--- src/rtl/hazard_ctrl_if.sv ---
// Decode-side hazard bus: instruction fields and pipe status in, pipeline
// register controls and stall statistics out.
interface hazard_ctrl_if #(
    parameter int unsigned CNT_W = 16
);
    logic             idValid;
    logic [2:0]       idRs;
    logic             idRsUsed;
    logic [2:0]       idRt;
    logic             idRtUsed;
    logic [2:0]       idWriteRegister;
    logic             idRegisterWrite;
    logic             idMemoryRead;
    logic             idHalt;
    logic             exRedirect;
    logic             memBusy;
    logic             stall;
    logic             nop;
    logic             flush;
    logic             freeze;
    logic             halted;
    logic [CNT_W-1:0] stallCount;

    modport master (
        output idValid, idRs, idRsUsed, idRt, idRtUsed, idWriteRegister,
               idRegisterWrite, idMemoryRead, idHalt, exRedirect, memBusy,
        input  stall, nop, flush, freeze, halted, stallCount
    );

    modport slave (
        input  idValid, idRs, idRsUsed, idRt, idRtUsed, idWriteRegister,
               idRegisterWrite, idMemoryRead, idHalt, exRedirect, memBusy,
        output stall, nop, flush, freeze, halted, stallCount
    );
endinterface

--- src/rtl/hazard_ctrl.sv ---
// Pipeline hazard controller: tracks EX/MEM in a shadow scoreboard and drives
// stall/bubble/flush/freeze for the decode-to-execute boundary.
module hazard_ctrl #(
    parameter bit          FWD   = 1'b1,
    parameter int unsigned CNT_W = 16
) (
    input  logic          clk,
    input  logic          rst,
    hazard_ctrl_if.slave  bus
);
    typedef struct packed {
        logic       valid;
        logic [2:0] rd;
        logic       regWrite;
        logic       memRead;
    } sbEntry_t;

    typedef enum logic {
        RUN,
        MEMWAIT
    } state_t;

    state_t           state;
    sbEntry_t         exEnt;
    sbEntry_t         memEnt;
    sbEntry_t         idEnt;
    logic             halted;
    logic [CNT_W-1:0] stallCnt;

    logic matchEx;
    logic matchMem;
    logic hz;
    logic freezeC;
    logic flushC;
    logic stallC;
    logic nopC;

    // Hazard detection and priority-ordered pipe controls.
    always_comb begin
        matchEx  = (bus.idRsUsed && (bus.idRs == exEnt.rd)) ||
                   (bus.idRtUsed && (bus.idRt == exEnt.rd));
        matchMem = (bus.idRsUsed && (bus.idRs == memEnt.rd)) ||
                   (bus.idRtUsed && (bus.idRt == memEnt.rd));
        if (FWD) begin
            // With forwarding only a load still in EX cannot be bypassed.
            hz = bus.idValid & exEnt.valid & exEnt.regWrite & exEnt.memRead & matchEx;
        end else begin
            hz = bus.idValid & ((exEnt.valid & exEnt.regWrite & matchEx) |
                                (memEnt.valid & memEnt.regWrite & matchMem));
        end
        freezeC = bus.memBusy | ((state == MEMWAIT) & bus.memBusy);
        flushC  = bus.exRedirect & ~freezeC;
        stallC  = ~freezeC & ~flushC & (hz | halted);
        nopC    = ~freezeC & (flushC | hz | halted);
        idEnt   = '{valid: 1'b1, rd: bus.idWriteRegister,
                    regWrite: bus.idRegisterWrite, memRead: bus.idMemoryRead};
    end

    // Scoreboard, halt latch, memory-wait FSM and saturating stall counter.
    always_ff @(posedge clk or negedge rst) begin
        if (!rst) begin
            state    <= RUN;
            exEnt    <= '0;
            memEnt   <= '0;
            halted   <= 1'b0;
            stallCnt <= '0;
        end else begin
            case (state)
                RUN:     if (bus.memBusy)  state <= MEMWAIT;
                MEMWAIT: if (!bus.memBusy) state <= RUN;
                default: state <= RUN;
            endcase

            if ((stallC || freezeC) && (stallCnt != '1)) begin
                stallCnt <= stallCnt + CNT_W'(1);
            end

            if (!freezeC) begin
                memEnt <= exEnt;
                if (nopC || !bus.idValid) begin
                    exEnt <= '0;
                end else begin
                    exEnt <= idEnt;
                    if (bus.idHalt) halted <= 1'b1;
                end
            end
        end
    end

    assign bus.stall      = stallC;
    assign bus.nop        = nopC;
    assign bus.flush      = flushC;
    assign bus.freeze     = freezeC;
    assign bus.halted     = halted;
    assign bus.stallCount = stallCnt;

endmodule

--- src/flat_wrapper.sv ---
// flat-port wrapper written by rule: the top's interface ports become plain ports
module hazard_ctrl_flat 
#(
    parameter bit          FWD   = 1'b1,
    parameter int unsigned CNT_W = 16
)
  (clk, rst, bus_idValid, bus_idRs, bus_idRsUsed, bus_idRt, bus_idRtUsed, bus_idWriteRegister, bus_idRegisterWrite, bus_idMemoryRead, bus_idHalt, bus_exRedirect, bus_memBusy, bus_stall, bus_nop, bus_flush, bus_freeze, bus_halted, bus_stallCount);
  hazard_ctrl_if #(.CNT_W(CNT_W)) bus_i ();
  input  logic clk;
  input  logic rst;
  input wire logic [$bits(bus_i.idValid)-1:0] bus_idValid;
  input wire logic [$bits(bus_i.idRs)-1:0] bus_idRs;
  input wire logic [$bits(bus_i.idRsUsed)-1:0] bus_idRsUsed;
  input wire logic [$bits(bus_i.idRt)-1:0] bus_idRt;
  input wire logic [$bits(bus_i.idRtUsed)-1:0] bus_idRtUsed;
  input wire logic [$bits(bus_i.idWriteRegister)-1:0] bus_idWriteRegister;
  input wire logic [$bits(bus_i.idRegisterWrite)-1:0] bus_idRegisterWrite;
  input wire logic [$bits(bus_i.idMemoryRead)-1:0] bus_idMemoryRead;
  input wire logic [$bits(bus_i.idHalt)-1:0] bus_idHalt;
  input wire logic [$bits(bus_i.exRedirect)-1:0] bus_exRedirect;
  input wire logic [$bits(bus_i.memBusy)-1:0] bus_memBusy;
  output wire logic [$bits(bus_i.stall)-1:0] bus_stall;
  output wire logic [$bits(bus_i.nop)-1:0] bus_nop;
  output wire logic [$bits(bus_i.flush)-1:0] bus_flush;
  output wire logic [$bits(bus_i.freeze)-1:0] bus_freeze;
  output wire logic [$bits(bus_i.halted)-1:0] bus_halted;
  output wire logic [$bits(bus_i.stallCount)-1:0] bus_stallCount;
  assign bus_i.idValid = bus_idValid;
  assign bus_i.idRs = bus_idRs;
  assign bus_i.idRsUsed = bus_idRsUsed;
  assign bus_i.idRt = bus_idRt;
  assign bus_i.idRtUsed = bus_idRtUsed;
  assign bus_i.idWriteRegister = bus_idWriteRegister;
  assign bus_i.idRegisterWrite = bus_idRegisterWrite;
  assign bus_i.idMemoryRead = bus_idMemoryRead;
  assign bus_i.idHalt = bus_idHalt;
  assign bus_i.exRedirect = bus_exRedirect;
  assign bus_i.memBusy = bus_memBusy;
  assign bus_stall = bus_i.stall;
  assign bus_nop = bus_i.nop;
  assign bus_flush = bus_i.flush;
  assign bus_freeze = bus_i.freeze;
  assign bus_halted = bus_i.halted;
  assign bus_stallCount = bus_i.stallCount;
  hazard_ctrl #(.FWD(FWD), .CNT_W(CNT_W)) u_core (.clk(clk), .rst(rst), .bus(bus_i));
endmodule
--- config.mk ---
export PLATFORM = sky130hd
export DESIGN_NAME = hazard_ctrl_flat
export DESIGN_NICKNAME = d
export VERILOG_FILES = /design/src/rtl/hazard_ctrl_if.sv /design/src/rtl/hazard_ctrl.sv /design/src/flat_wrapper.sv
export SDC_FILE = /design/constraint.sdc
export NUM_CORES = 1
export LEC_CHECK = 0
export ABC_AREA = 1
export BUFFER_PORTS_ARGS = -buffer_cell sky130_fd_sc_hd__buf_2
export CORE_UTILIZATION = 51
export DETAILED_ROUTE_END_ITERATION = 7
export HOLD_SLACK_MARGIN = 0.15
export PLACE_DENSITY = 0.84
export SLEW_MARGIN = 20
export SYNTH_ARGS = -nofsm -noshare
export SYNTH_HDL_FRONTEND = slang
export SYNTH_SLANG_ARGS = --single-unit
export TNS_END_PERCENT = 10
--- constraint.sdc ---
create_clock -name clk -period 1.95 [get_ports clk]
set_input_delay 0.195 -clock clk [delete_from_list [all_inputs] [get_ports clk]]
set_output_delay 0.195 -clock clk [all_outputs]
set_load 0.02 [all_outputs]
==> impl_results.md <==
- FP Rows: 18
- Area grow syn2layout: 20.77%
- Synth warn: 0
- I/O Pins: 40
- Drt total wl: between 2000 and 3000 um
- DR vias/cell: 4.881
- HPWL after DPL: 2049 um
- Post-synth top cells: 67 x nand2_1, 24 x inv_1, 23 x dfrtp_1, 21 x nand3_1, 14 x nor2_1
- Ys flop type: dfrtp_1
- Max_cap viols: 0
- Crit start category: flip-flop
- Rel. slew slack: 67.08%
- Slowest CP cell: dfrtp_1
- Data arrival time of the critical path: approximately 1.5 ns
- Top-count cell post-synth: nand2_1
- Register bit total from synthesis: 23
- Share of cells above drive strength 1: approximately 23%
- Core Region: roughly 2500 um^2
- Combinational power share: between 20% and 30%
- H-tree level count: 1
- Largest stage delay, worst path: 0.42 ns
- Sink Count: 23
- Post-route ant nets: 0
- Post-Route Utilization: about two thirds
- Synth area leaders: dfrtp_1 41%, nand2_1 18%, nand3_1 7.5%
- First-pass GRT wire length: around 4600 um
- VDD IR-drop max: roughly 640 uV
- Die area: around 3000 um^2
- Seq/Total Area, Yosys: about two fifths
- Inserted Clock Buffers: 3
- Starting Density: a little under three fifths
- Area share of the largest cell type after synthesis: approximately two fifths
- Top cell by count, worst path: nand2_1
- Post-CTS Setup Inserts: 0
- ANT cells: 0
- Switch share: approximately a third
- Congestion Overflow GR: 0
- Buf/Inv on CP: 3
- Final slew viol count: 0
- Final Critical Period: approximately 1.7 ns
- CP top delay family: flip-flops
- Clock slew at reported path FFs: 0.11 ns
- RSZ-0062 raised after global routing: no
- Pleak: 0.0009782 uW
- CTS max path bufs: 2
- DRC: 0
- Reg-to-reg slack, setup: between 0.2 and 0.25 ns
- Final worst-path cycle share: between 80% and 90%
- Internal power component: ~740 uW
- 1st-pass router iterations: 4
- Final nets: 260
- Crit Path Category: flip-flop to primary output
- Routability congestion estimate: about 0.87
- Initial antenna violation count: 0
- Run status: finished clean
- Switch Pwr: around 400 uW
- Crit path capture type: primary output
- WL/cell: 10.34 um
- Hold crit path type: input pin to flip-flop
- Vias in the first global route: approximately 1100
- Root buffer cell: clkbuf_4
- Seq pwr share: roughly 52%
- Final setup fails: 0
- Via count: about 1300
- Mapped Cells: between 150 and 200
- Setup TNS: 0 ns
- Syn Nets: roughly 210
- Library cells used by synthesis: 21
- Clock power share: about a fifth
- Largest net degree at the start of global routing: 24
- IO buf count: 39
- Initial DRC Count: 25
- Final Hold Viols: 0
- CTS tree: done
- Avg Cell Area, Syn: 7.236 um^2
- Worst-Margin Slew: between 0.4 and 0.5 ns
- Post-synth ARST share: 100.0%
- Critical Path RT: 1.75 ns
- Mapped Area: around 1400 um^2
- CP max FO: 3
- Die Span Y: around 54 um
- Power per cell area: roughly 670 nW/um^2
- Die width: between 50 and 60 um
- Synth area leader: dfrtp_1
- Crit path cell chain: inv_2 > nand2_1 > nand2_1 > nor2_1 > nand2_1 > nand2_1 > nand2_1 > nand2_1 > o21ai_0 > inv_1 > buf_2
- Post-cts gate resize count: 0
- Aggregate global-route resource usage: ~22%
- Number of flops mapped to enable cells by yosys: 0
- Clock skew: approximately 0.0066 ns
- Clock latency at the later pin of the worst-skew pair: approximately 0.32 ns
- Fmax: 583.1 MHz
[worst register-to-register path, delay by kind of cell (launching register included)]
kind / cells / cell delay, ns
DFF: 1 / 0.42
and+or+nand+nor: 8 / 1.04
adders and majority gates: 1 / 0.20
[layer usage]
metal  track usage [%]  wire [um]  vias to the layer above
li1                  -          -                      687
met1             25.62       1324                      583
met2             39.23       1300                       36
met3             2.500         98                        7
met4             10.26         58                        0
met5                 0          0                        -
[metrics by stage]
step	area [um^2]	std cells	hold slack [ns]	total power, uW	setup slack, ns
5_1_grt	1695	269	0.1675	1210	0.06320
3_5_place_dp	1609	259	0.1869	914.9	0.2730
3_3_place_gp	1609	259	0.1888	907.8	0.3399
4_1_cts	1695	269	0.1580	1145	0.2156
2_1_floorplan	1404	194	-0.1006	802.5	0.2486
6_report	1695	269	0.1650	1135	0.2349
[layout by cell type (no fill, tap or decap), drive strengths merged]
master | synthesis | routed
nor2 | 18 | 18
o21ai | 6 | 6
nand4 | 3 | 3
o22ai | 2 | 2
xor2 | 8 | 8
nand2 | 73 | 73
clkbuf | 1 | 4
inv | 27 | 27
buf | 3 | 39
dfrtp | 23 | 23
dlygate4sd3 | 0 | 6
xnor2 | 5 | 5
nor3 | 3 | 3
nand3 | 21 | 21
ha | 1 | 1
[layout make-up]
class                      instances  area (um^2)
clock buffer                       4        26.28
fill                             221        849.6
inverter                          27        101.3
multi-input combinational        140        699.4
sequential                        23        575.6
tap                               30        37.54
timing repair buffer              45        255.2
[what timing repair did]
action,4_1_cts,5_1_grt
hold endpoints to repair,28,0
hold buffers,6,0
setup endpoints to repair,0,0
[power groups by stage]
stage / Combinational (uW) / Clock [uW] / Sequential [uW]
2_1_floorplan: 148 / 0 / 655
3_3_place_gp: 307 / 0 / 601
3_5_place_dp: 313 / 0 / 602
4_1_cts: 324 / 228 / 592
5_1_grt: 365 / 244 / 601
6_report: 320 / 222 / 592
[kinds of logic after synthesis]
| logic type | Yosys count | synth area share, % |
|---|---|---|
| AOI/OAI and AO/OA | 8 | 3.030 |
| adders and majority gates | 1 | 0.8911 |
| and+or+nand+nor | 118 | 37.79 |
| buffers and inverters | 31 | 9.180 |
| xor gates and xnor gates | 13 | 8.111 |
| DFF | 23 | 41.00 |
[state kept, by name, indices dropped and copies added (netlist names)]
register	flops
u_core.bus.stallCount	16
u_core.exEnt	6
u_core.bus.halted	1
[path summary, 6_finish.rpt]
path,end,cells past startpoint,from
min in group asynchronous,u_core.bus.stallCount[8],2,rst
min,u_core.exEnt[2],3,bus_idWriteRegister[0]
max in group asynchronous,u_core.bus.stallCount[2],2,rst
max reg2reg,u_core.bus.stallCount[5],9,u_core.bus.stallCount[0]
max,bus_nop,11,u_core.exEnt[3]
min reg2reg,u_core.exEnt[0],2,u_core.exEnt[0]
Power figures use the tool's default switching activity.
